===== src/rtl/memory_access_pkg.sv =====
`default_nettype none
// ----------------------------------------------------------------------------
// | Module      : memory_access_pkg                                          |
// | Description : Shared widths, size encodings, strobe lookup and the       |
// |               ex_mem / mem_wb bundles for the memory stage.              |
// | Revision    : 1.0 - initial release                                      |
// ----------------------------------------------------------------------------
package memory_access_pkg;

  localparam int XLEN  = 64;
  localparam int REG_W = 5;

  localparam logic [1:0] SIZE_B = 2'd0;
  localparam logic [1:0] SIZE_H = 2'd1;
  localparam logic [1:0] SIZE_W = 2'd2;
  localparam logic [1:0] SIZE_D = 2'd3;

  typedef struct packed {
    logic       mem_read;
    logic       mem_write;
    logic [1:0] mem_size;
    logic       mem_unsigned;
  } inst_signal_t;

  typedef struct packed {
    logic [XLEN-1:0]  alu_result;
    logic [XLEN-1:0]  store_data;
    logic [REG_W-1:0] reg_dest_addr;
    logic             reg_write_enable;
    inst_signal_t     inst_signal;
    logic [31:0]      inst;
    logic [XLEN-1:0]  inst_pc;
  } ex_mem_t;

  typedef struct packed {
    logic [REG_W-1:0] reg_dest_addr;
    logic             reg_write_enable;
    logic [XLEN-1:0]  wb_value;
    inst_signal_t     inst_signal;
    logic [31:0]      inst;
    logic [XLEN-1:0]  inst_pc;
  } mem_wb_t;

  function automatic logic [7:0] strobe_mask(input logic [1:0] size);
    case (size)
      SIZE_B:  strobe_mask = 8'h01;
      SIZE_H:  strobe_mask = 8'h03;
      SIZE_W:  strobe_mask = 8'h0F;
      default: strobe_mask = 8'hFF;
    endcase
  endfunction

  function automatic mem_wb_t make_mem_wb(input ex_mem_t em, input logic [XLEN-1:0] value);
    mem_wb_t r;
    r.reg_dest_addr    = em.reg_dest_addr;
    r.reg_write_enable = em.reg_write_enable;
    r.wb_value         = value;
    r.inst_signal      = em.inst_signal;
    r.inst             = em.inst;
    r.inst_pc          = em.inst_pc;
    return r;
  endfunction

endpackage
`default_nettype wire


===== src/rtl/memory_access_if.sv =====
`default_nettype none
// ----------------------------------------------------------------------------
// | Module      : memory_access_if                                           |
// | Description : Pipeline-side and data-bus handshake signals of the memory |
// |               stage. master = the stage, slave = its environment.        |
// | Revision    : 1.0 - initial release                                      |
// ----------------------------------------------------------------------------
interface memory_access_if;
  import memory_access_pkg::*;

  logic            in_valid;
  ex_mem_t         ex_mem_state;
  logic            in_ready;
  logic            dreq_valid;
  logic [XLEN-1:0] dreq_addr;
  logic [1:0]      dreq_size;
  logic [7:0]      dreq_strobe;
  logic [XLEN-1:0] dreq_data;
  logic            dresp_addr_ok;
  logic            dresp_data_ok;
  logic [XLEN-1:0] dresp_data;
  logic            out_valid;
  mem_wb_t         mem_wb_state;

  modport master (
    input  in_valid, ex_mem_state, dresp_addr_ok, dresp_data_ok, dresp_data,
    output in_ready, dreq_valid, dreq_addr, dreq_size, dreq_strobe, dreq_data,
           out_valid, mem_wb_state
  );

  modport slave (
    output in_valid, ex_mem_state, dresp_addr_ok, dresp_data_ok, dresp_data,
    input  in_ready, dreq_valid, dreq_addr, dreq_size, dreq_strobe, dreq_data,
           out_valid, mem_wb_state
  );

endinterface
`default_nettype wire


===== src/rtl/memory_access_load_extend.sv =====
`default_nettype none
// ----------------------------------------------------------------------------
// | Module      : load_extend                                                |
// | Description : Selects the addressed lane of a raw 64-bit load word and   |
// |               zero/sign-extends it to 64 bits.                           |
// | Revision    : 1.0 - initial release                                      |
// ----------------------------------------------------------------------------
module load_extend
  import memory_access_pkg::*;
(
  input  logic [XLEN-1:0] raw,
  input  logic [2:0]      offset,
  input  logic [1:0]      size,
  input  logic            is_unsigned,
  output logic [XLEN-1:0] value
);

  logic [XLEN-1:0] shifted;
  assign shifted = raw >> {offset, 3'b000};

  always_comb begin
    value = shifted;
    case (size)
      SIZE_B:  value = is_unsigned ? {56'b0, shifted[7:0]}  : {{56{shifted[7]}},  shifted[7:0]};
      SIZE_H:  value = is_unsigned ? {48'b0, shifted[15:0]} : {{48{shifted[15]}}, shifted[15:0]};
      SIZE_W:  value = is_unsigned ? {32'b0, shifted[31:0]} : {{32{shifted[31]}}, shifted[31:0]};
      default: value = shifted;
    endcase
  end

endmodule
`default_nettype wire


===== src/rtl/memory_access.sv =====
`default_nettype none
// ----------------------------------------------------------------------------
// | Module      : memory_access                                              |
// | Description : Memory stage: ALU results pass through in one cycle, loads |
// |               and stores hold the stage until the bus reports data_ok.   |
// | Revision    : 1.0 - initial release                                      |
// ----------------------------------------------------------------------------
module memory_access
  import memory_access_pkg::*;
(
  input  logic            clk,
  input  logic            reset,
  memory_access_if.master mem_if
);

  typedef enum logic [1:0] {
    ST_IDLE = 2'd0,
    ST_REQ  = 2'd1,
    ST_WAIT = 2'd2
  } state_t;

  state_t          state_q, state_d;
  ex_mem_t         req_q, req_d;
  logic            out_valid_q, out_valid_d;
  mem_wb_t         mem_wb_q, mem_wb_d;
  logic            finish;
  logic [2:0]      lane_off;
  logic [XLEN-1:0] load_value;
  logic            busy;

  assign lane_off = req_q.alu_result[2:0];
  assign busy     = (state_q != ST_IDLE);

  load_extend u_load_extend (
    .raw         (mem_if.dresp_data),
    .offset      (lane_off),
    .size        (req_q.inst_signal.mem_size),
    .is_unsigned (req_q.inst_signal.mem_unsigned),
    .value       (load_value)
  );

  always_comb begin
    state_d     = state_q;
    req_d       = req_q;
    out_valid_d = 1'b0;
    mem_wb_d    = mem_wb_q;
    finish      = 1'b0;
    case (state_q)
      ST_IDLE: begin
        if (mem_if.in_valid) begin
          req_d = mem_if.ex_mem_state;
          if (mem_if.ex_mem_state.inst_signal.mem_read || mem_if.ex_mem_state.inst_signal.mem_write) begin
            state_d = ST_REQ;
          end else begin
            out_valid_d = 1'b1;
            mem_wb_d    = make_mem_wb(mem_if.ex_mem_state, mem_if.ex_mem_state.alu_result);
          end
        end
      end
      ST_REQ: begin
        if (mem_if.dresp_addr_ok && mem_if.dresp_data_ok) begin
          finish = 1'b1;
        end else if (mem_if.dresp_addr_ok) begin
          state_d = ST_WAIT;
        end
      end
      ST_WAIT: begin
        if (mem_if.dresp_data_ok) begin
          finish = 1'b1;
        end
      end
      default: state_d = ST_IDLE;
    endcase

    // Load data is only meaningful in the data_ok cycle, so it is captured here.
    if (finish) begin
      state_d     = ST_IDLE;
      out_valid_d = 1'b1;
      mem_wb_d    = make_mem_wb(req_q, req_q.inst_signal.mem_read ? load_value : req_q.alu_result);
    end
  end

  always_ff @(posedge clk or posedge reset) begin
    if (reset) begin
      state_q     <= ST_IDLE;
      req_q       <= '0;
      out_valid_q <= 1'b0;
      mem_wb_q    <= '0;
    end else begin
      state_q     <= state_d;
      req_q       <= req_d;
      out_valid_q <= out_valid_d;
      mem_wb_q    <= mem_wb_d;
    end
  end

  // Bus outputs come from state and the captured bundle only.
  assign mem_if.in_ready     = ~busy;
  assign mem_if.dreq_valid   = busy;
  assign mem_if.dreq_addr    = req_q.alu_result;
  assign mem_if.dreq_size    = req_q.inst_signal.mem_size;
  assign mem_if.dreq_strobe  = (busy && req_q.inst_signal.mem_write)
                               ? (strobe_mask(req_q.inst_signal.mem_size) << lane_off) : 8'h00;
  assign mem_if.dreq_data    = req_q.store_data << {lane_off, 3'b000};
  assign mem_if.out_valid    = out_valid_q;
  assign mem_if.mem_wb_state = mem_wb_q;

endmodule
`default_nettype wire


===== src/flat_wrapper.sv =====
// flat-port wrapper written by rule: the top's interface ports become plain ports
module memory_access_flat import memory_access_pkg::*;
  (clk, reset, mem_if_in_valid, mem_if_ex_mem_state, mem_if_dresp_addr_ok, mem_if_dresp_data_ok, mem_if_dresp_data, mem_if_in_ready, mem_if_dreq_valid, mem_if_dreq_addr, mem_if_dreq_size, mem_if_dreq_strobe, mem_if_dreq_data, mem_if_out_valid, mem_if_mem_wb_state);
  memory_access_if mem_if_i ();
  input  logic clk;
  input  logic reset;
  input wire logic [$bits(mem_if_i.in_valid)-1:0] mem_if_in_valid;
  input wire logic [$bits(mem_if_i.ex_mem_state)-1:0] mem_if_ex_mem_state;
  input wire logic [$bits(mem_if_i.dresp_addr_ok)-1:0] mem_if_dresp_addr_ok;
  input wire logic [$bits(mem_if_i.dresp_data_ok)-1:0] mem_if_dresp_data_ok;
  input wire logic [$bits(mem_if_i.dresp_data)-1:0] mem_if_dresp_data;
  output wire logic [$bits(mem_if_i.in_ready)-1:0] mem_if_in_ready;
  output wire logic [$bits(mem_if_i.dreq_valid)-1:0] mem_if_dreq_valid;
  output wire logic [$bits(mem_if_i.dreq_addr)-1:0] mem_if_dreq_addr;
  output wire logic [$bits(mem_if_i.dreq_size)-1:0] mem_if_dreq_size;
  output wire logic [$bits(mem_if_i.dreq_strobe)-1:0] mem_if_dreq_strobe;
  output wire logic [$bits(mem_if_i.dreq_data)-1:0] mem_if_dreq_data;
  output wire logic [$bits(mem_if_i.out_valid)-1:0] mem_if_out_valid;
  output wire logic [$bits(mem_if_i.mem_wb_state)-1:0] mem_if_mem_wb_state;
  assign mem_if_i.in_valid = mem_if_in_valid;
  assign mem_if_i.ex_mem_state = mem_if_ex_mem_state;
  assign mem_if_i.dresp_addr_ok = mem_if_dresp_addr_ok;
  assign mem_if_i.dresp_data_ok = mem_if_dresp_data_ok;
  assign mem_if_i.dresp_data = mem_if_dresp_data;
  assign mem_if_in_ready = mem_if_i.in_ready;
  assign mem_if_dreq_valid = mem_if_i.dreq_valid;
  assign mem_if_dreq_addr = mem_if_i.dreq_addr;
  assign mem_if_dreq_size = mem_if_i.dreq_size;
  assign mem_if_dreq_strobe = mem_if_i.dreq_strobe;
  assign mem_if_dreq_data = mem_if_i.dreq_data;
  assign mem_if_out_valid = mem_if_i.out_valid;
  assign mem_if_mem_wb_state = mem_if_i.mem_wb_state;
  memory_access u_core (.clk(clk), .reset(reset), .mem_if(mem_if_i));
endmodule

===== config.mk =====
export PLATFORM = sky130hd
export DESIGN_NAME = memory_access_flat
export DESIGN_NICKNAME = d
export VERILOG_FILES = /design/src/rtl/memory_access_pkg.sv /design/src/rtl/memory_access_if.sv /design/src/rtl/memory_access_load_extend.sv /design/src/rtl/memory_access.sv /design/src/flat_wrapper.sv
export SDC_FILE = /design/constraint.sdc
export NUM_CORES = 1
export LEC_CHECK = 0
export BUFFER_PORTS_ARGS = -buffer_cell sky130_fd_sc_hd__buf_4
export CORE_AREA = 2 2 243 245
export DETAILED_ROUTE_END_ITERATION = 16
export DIE_AREA = 0 0 245 247
export GPL_ROUTABILITY_DRIVEN = 0
export SYNTH_ARGS = -nofsm -noshare
export SYNTH_HDL_FRONTEND = slang
export SYNTH_SLANG_ARGS = --single-unit

===== constraint.sdc =====
create_clock -name clk -period 21.7 [get_ports clk]
set_input_delay 4.34 -clock clk [delete_from_list [all_inputs] [get_ports clk]]
set_output_delay 4.34 -clock clk [all_outputs]
set_load 0.03 [all_outputs]

==> metrics, run 1 <==
status=completed; die area=60500 sq um; clock-pin slew on the worst setup and hold paths=60 ps; Core ar.=58200 sq um; min-delay src=u_core.req_q[43]$_DFFE_PP0P_; Cell variety after synth=56; clock tree sinks=409; first-pass GRT wire length=122000 um; drt pass-1 iters=5; Die W=245 um; vias=18800; Gate Count Post-Synth=2154; area share of the largest cell type after synthesis=47.3%; Ys Warns=0; die height=247 um; cells on worst reg2reg path=6; hold-fix buffers at CTS=0; power density cells=186 nW/um^2; Max Root-Sink Buffers=3; critical path required time=17360 ps; final hold viol count=0; MaxCap Viol Count=0; ratio of final minimum period to clock period=37.1%; later-pin clock latency in the skew report=590 ps; Yosys top cell by area=dfrtp_1; Fmax=0.124 GHz; Layout area overhead=28.8%; critical-path maximum fanout=70; critical path arrival=3710 ps; Finish-stage setup viols=0; WL final=82900 um; Port Buf Inserts=615; post-CTS setup buffers=0; hpwl dp=59900 um; grt total ovfl=0; Final Total Pwr=0.00519 W; proportion of layout cells with a drive suffix above 1=38.3%; CTS tree=built; Worst Setup SP=u_core.mem_if.dreq_addr[1]$_DFFE_PP0P_; r2r startpoint=u_core.mem_if.dreq_addr[1]$_DFFE_PP0P_; Placed Area=26300 sq um; class of the worst hold path=flop to flop; cts bufs inserted=47; Seq cells post-synth=409; RSZ-0062 raised after global routing=false; via density per instance=5.53; total track usage=26.6%; drt first-iter violations=1392; post-route cell area=27800 sq um; register area share after synthesis=47.3%; Layout Skew=17.1 ps; Post-route DRC=0; htree depth=2; Peak VDD IR=0.000111 V; most common cell after layout, fill and taps aside=buf_4; Tmin final=8050 ps; Resized Gates After CTS=0; fin. max-slew vios=0; Sum Neg Setup Slack=0 ps; Worst setup SP type=flop; flop2flop setup slack=17310 ps; asr flop ratio synth=100%; largest net degree at the start of global routing=204; P_leak=12.9 nW; Routed Antenna Nets=0; vias in the first global route=18800; Setup crit end=mem_if_dreq_data[34]; root buffer cell=clkbuf_16; Crit Reg-Reg Endpoint=u_core.mem_if.mem_wb_state[133]$_DFFE_PP0P_; IO Count=616; Least-Margin Pin Slew=1180 ps; most frequent cells in the layout=634 x buf_4, 405 x dfrtp_1, 333 x nand2_1, 258 x mux2_2, 207 x nor2_1; drt wl/cell=24.3 um; Main synth FF type=dfrtp_1; Rows=89; syn nets=2463; number of synthesized flops with an enable pin=0; CP Class=flop to output pin; most area-consuming cells after synthesis=dfrtp_1 47%, mux2_2 13%, nand2_1 5.8%, mux2i_1 5.7%, a31oi_1 4.2%; antenna violations before repair=5; post-synth design cell area=21600 sq um; CP endpoint kind=output pin; Rel. slew slack=21.3%; Initial Utilization=37.1%; # nets final=2906; syn avg cell area=10.0 sq um
==> cell families (layout without fill, tap and decap cells) <==
family / count (synthesis) / count (layout) / share of synthesized area (%)
buffers and inverters: 254 / 734 / 5.80
AND/OR/NAND/NOR: 662 / 662 / 12.8
multiplexers: 403 / 403 / 21.4
adder cells (fa/ha/maj): 5 / 5 / 0.289
other: 0 / 3 / 0
flip-flops: 409 / 409 / 47.3
AO/OA/AOI/OAI: 421 / 421 / 12.4
==> through the flow <==
step / util (%) / hold slack [ps] / cells / worst slack [ps]
CTS: 47.8 / 507 / 3407 / 13720
floorplan: - / 475 / 2154 / 5980
finish: 47.8 / 506 / 3410 / 13650
detailed placement: 45.1 / 491 / 3321 / 14240
global placement: 45.1 / 487 / 3321 / 14260
global route: 47.8 / 512 / 3410 / 13470
==> synth_stat cells (all sizes together) (18+ instances only) <==
cell / instances
a211oi: 30
a21oi: 56
a31oi: 145
buf: 114
clkbuf: 128
dfrtp: 409
mux2: 259
mux2i: 123
mux4: 21
nand2: 334
nor2: 207
nor2b: 19
nor3: 30
o21ai: 68
o22ai: 45
o31a: 18
==> where the power goes <==
part           switching, W  internal (W)  leakage [nW]
sequential         0.000373       0.00116          4.82
clock              0.000335      0.000471         0.786
combinational       0.00172       0.00113          7.25
==> final cells by class <==
| cell class | count | area (sq um) |
|---|---|---|
| Fill cell | 5520 | 30400 |
| Sequential cell | 409 | 10200 |
| Multi-Input combinational cell | 1491 | 10200 |
| Timing Repair Buffer | 636 | 4800 |
| Clock buffer | 72 | 1440 |
| Tap cell | 773 | 967 |
| Clock inverter | 14 | 139 |
| Inverter | 12 | 52.6 |
| Antenna cell | 3 | 7.51 |
==> critical path: stages (launching register included) <==
cell	delay, ps
dfrtp_4	970
buf_4	900
nand2_1	620
o22ai_1	380
buf_4	210
==> registers in the layout, summed over array words and instances, names as in the netlist <==
register	count
u_core.mem_if.mem_wb_state	171
u_core.state_q	2
u_core.mem_if.dreq_size	2
u_core.mem_if.out_valid	1
u_core.mem_if.dreq_addr	64
u_core.req_q	169
==> worst min path at each step <==
stage                                                 endpoint  slack (ps)  cells after the start
floorplan                        u_core.req_q[155]$_DFFE_PP0P_         480                      1
global route                      u_core.req_q[43]$_DFFE_PP0P_         510                      1
global placement                   u_core.req_q[3]$_DFFE_PP0P_         490                      1
finish                            u_core.req_q[43]$_DFFE_PP0P_         510                      1
CTS                               u_core.req_q[43]$_DFFE_PP0P_         510                      1
detailed placement  u_core.mem_if.mem_wb_state[99]$_DFFE_PP0P_         490                      2
==> layer usage <==
| metal | track usage (%) | up-vias | part of all wire, % | wire (um) |
|---|---|---|---|---|
| met5 | 0 | - | 0.019 | 16 |
| met1 | 33.5 | 9463 | 40 | 33200 |
| met3 | 6.80 | 148 | 8.3 | 6880 |
| li1 | - | 8448 | - | - |
| met2 | 43.6 | 784 | 48 | 39900 |
| met4 | 10.4 | 2 | 3.5 | 2930 |
(Power assumes the default switching activity.)
==> run 2, diff against run 1 <==
ABC_AREA = 1   (was not set)
CORE_AREA = 2 2 238 240   (was 2 2 243 245)
DIE_AREA = 0 0 240 242   (was 0 0 245 247)
clock period = 8 ns   (was 21.7 ns; I/O delays follow)
==> run 2 against run 1 <==
Combinational power increased to 2.6 times the previous value. Register-to-register slack got worse by 14000 ps. Sequential share of layout area barely moved. Critical path depth up 3. Design area fell by 0.14%. Worst hold slack got worse by 28 ps. Global-route usage rose by 2.1 points. Setup slack got worse by 11000 ps. Flip-flop and latch count unchanged. Highest routed layer unchanged.
==> metrics, run 2 <==
post-synth design cell area=22100 sq um (+2.0%); later-pin clock latency in the skew report=610 ps (+20 ps); hold-fix buffers at CTS=0 (unchanged); switching pwr=0.00684 W (+180%); Cell variety after synth=40 (-29%); power density cells=484 nW/um^2 (+160%); Peak VDD IR=0.000283 V (+160%); Sum Neg Setup Slack=0 ps (unchanged); Tmin final=5850 ps; Rows=87 (-2.2%); CP endpoint kind=output pin; Fmax=0.171 GHz; register area share after synthesis=46.4% (-0.94 points); Worst setup SP type=flop; Comb pwr share=55.5% (+0.6 points); syn avg cell area=7.41 sq um (-26%); critical path required time=6400 ps (-10960 ps); total track usage=28.7% (+2.1 points); cts bufs inserted=47 (unchanged); IO Count=616 (unchanged); cells on worst reg2reg path=9 (+3); Layout Skew=28.8 ps (+11.7 ps); drt first-iter violations=2067 (+48%); most area-consuming cells after synthesis=dfrtp_1 46%, nand2_1 19%, nand3_1 6.4%, o21ai_0 6.4%, buf_4 3.0%; Main synth FF type=dfrtp_1; Clk network pwr share=15.7% (+0.2 points); Port Buf Inserts=615 (unchanged); die area=58100 sq um (-4.0%); via density per instance=5.30 (-4.1%); area share of the largest cell type after synthesis=46.4% (-0.94 points); Max Root-Sink Buffers=3 (unchanged); first-pass GRT wire length=129000 um (+6.4%); clock tree sinks=409 (unchanged); Core ar.=55700 sq um (-4.3%); htree depth=2 (unchanged); Crit Reg-Reg Endpoint=u_core.mem_if.mem_wb_state[79]$_DFFE_PP0P_; flop2flop setup slack=3450 ps (-13860 ps); status=completed; critical-path maximum fanout=99 (+41%); Internal Pwr Total=0.00662 W (+140%); Routed Antenna Nets=0 (unchanged); Least-Margin Pin Slew=1260 ps (+77.4 ps); CTS tree=built; Post-route DRC=0 (unchanged); die height=242 um (-2.0%); proportion of layout cells with a drive suffix above 1=22.6% (-16 points); r2r startpoint=u_core.state_q[0]$_DFFE_PP0P_; hpwl dp=59800 um (-0.12%); post-CTS setup buffers=0 (unchanged); WL final=85600 um (+3.2%); Ys Warns=0 (unchanged); syn nets=3288 (+33%); most common cell in the synthesized netlist=nand2_1; asr flop ratio synth=100% (unchanged); fin. max-slew vios=0 (unchanged); most common cell after layout, fill and taps aside=nand2_1; Synth top cells by count=1126 x nand2_1, 409 x dfrtp_1, 283 x nand3_1; clock-pin slew on the worst setup and hold paths=60 ps (about the same); vias=22200 (+18%); # nets final=3692 (+27%); Layout area overhead=26.0%; P_leak=14.1 nW (+9.8%); max reg flops=171 (unchanged); largest net degree at the start of global routing=159 (-22%); Finish-stage setup viols=0 (unchanged); Die W=240 um (-2.0%); class of the worst hold path=flop to flop; Yosys top cell by area=dfrtp_1; Initial Utilization=39.6% (+2.5 points); drt wl/cell=20.4 um (-16%); number of synthesized flops with an enable pin=0 (unchanged); root buffer cell=clkbuf_16; final hold viol count=0 (unchanged); Seq cells post-synth=409 (unchanged); critical path arrival=4250 ps (+540 ps); Final Total Pwr=0.0135 W (+160%); Gate Count Post-Synth=2979 (+38%); MaxCap Viol Count=0 (unchanged); most frequent cells in the layout=1123 x nand2_1, 635 x buf_4, 405 x dfrtp_1, 282 x o21ai_0, 282 x nand3_1; Rel. slew slack=15.9% (-5.5 points); grt total ovfl=0 (unchanged); Resized Gates After CTS=0 (unchanged); RSZ-0062 raised after global routing=false; min-delay src=u_core.req_q[91]$_DFFE_PP0P_; hold path cells=2 (+1); vias in the first global route=21400 (+14%); CP Class=flop to output pin; Flop pwr share=28.8% (-0.8 points); antenna violations before repair=15 (+10); hold endpoint=u_core.req_q[91]$_DFFE_PP0P_; drt pass-1 iters=8 (+3); ratio of final minimum period to clock period=73.1%; Sw Ratio=50.8% (+4.0 points)
==> run 2: cell types whose count changed in the layout (fill, tap and decap cells not counted), moves of 29 or more <==
cell,before,now
nand2_1,333,1123
a31oi_1,145,10
nor2_1,207,112
a211oi_1,30,1
mux2i_1,123,16
inv_1,9,170
nand3_1,11,282
o21ai_0,68,282
nand4_1,2,33
mux2_2,258,0
a21oi_2,0,36
a21oi_1,56,119
o22ai_1,45,8
==> run 2: logic make-up (layout without fill, tap and decap cells) <==
kind of cell | after synthesis | count (layout) | synth area share [%]
simple gates | 1571 | 1571 | 29.1
mux | 16 | 16 | 0.726
buf+inv | 463 | 902 | 10.3
compound gates | 515 | 515 | 13.1
other cells | 0 | 13 | 0
flops | 409 | 409 | 46.4
fa+ha+maj | 5 | 5 | 0.283
==> run 2: per-layer routing <==
layer	GRT usage [%]	vias to the layer above	part of all wire, %
met2	45.6	927	47
met3	7.40	145	9.2
met1	37.4	10700	40
met4	10.8	6	3.6
li1	-	10400	-
met5	0	-	0.043
==> run 2: power groups by stage <==
stage	Clock (W)	Combinational (W)	Sequential (W)
floorplan	0	0.00448	0.00431
global placement	0	0.00738	0.00386
detailed placement	0	0.00746	0.00388
CTS	0.00215	0.00747	0.00387
global route	0.00224	0.00809	0.00399
finish	0.00211	0.00747	0.00388
==> run 2: worst max-delay path by stage <==
stage                     depth (start not counted)  slack [ps]                                    endpoint                                    from
after floorplan                                   1         890      u_core.mem_if.dreq_addr[0]$_DFFE_PP0P_                                   reset
after global placement                            9        2730  u_core.mem_if.mem_wb_state[47]$_DFFE_PP0P_                         mem_if_in_valid
after detailed placement                          9        2670  u_core.mem_if.mem_wb_state[55]$_DFFE_PP0P_                         mem_if_in_valid
after CTS                                         7        2230                        mem_if_dreq_data[55]  u_core.mem_if.dreq_addr[1]$_DFFE_PP0P_
after global routing                              7        1900                        mem_if_dreq_data[51]  u_core.mem_if.dreq_addr[1]$_DFFE_PP0P_
final                                             7        2150                        mem_if_dreq_data[55]  u_core.mem_if.dreq_addr[1]$_DFFE_PP0P_
==> run 2: critical path: stages (launching register included) <==
cell and delay (ps):
dfrtp_4 1140, clkinv_2 1040, nor2_1 460, inv_1 220, o22ai_1 350, nand2_1 100, o21ai_0 110, buf_4 190
==> run 2: through the flow <==
step | hold slack (ps) | area [sq um] | utilization [%] | setup WS [ps] | cells
2_1_floorplan | 449 | 22100 | - | 888 | 2979
3_3_place_gp | 462 | 26300 | 47.2 | 2730 | 4090
3_5_place_dp | 465 | 26300 | 47.2 | 2670 | 4090
4_1_cts | 481 | 27800 | 49.8 | 2230 | 4174
5_1_grt | 495 | 27800 | 49.9 | 1900 | 4184
6_report | 477 | 27800 | 49.9 | 2150 | 4187
==> run 2: final cells by class <==
| class | count | area, sq um |
|---|---|---|
| diodes | 13 | 32.5 |
| clock buffers | 73 | 1400 |
| clock inverters | 11 | 100 |
| fillers | 5566 | 27900 |
| inverters | 181 | 699 |
| multi-input cells | 2107 | 9580 |
| flip-flops and latches | 409 | 10200 |
| well taps | 756 | 946 |
| repair buffers | 637 | 4810 |
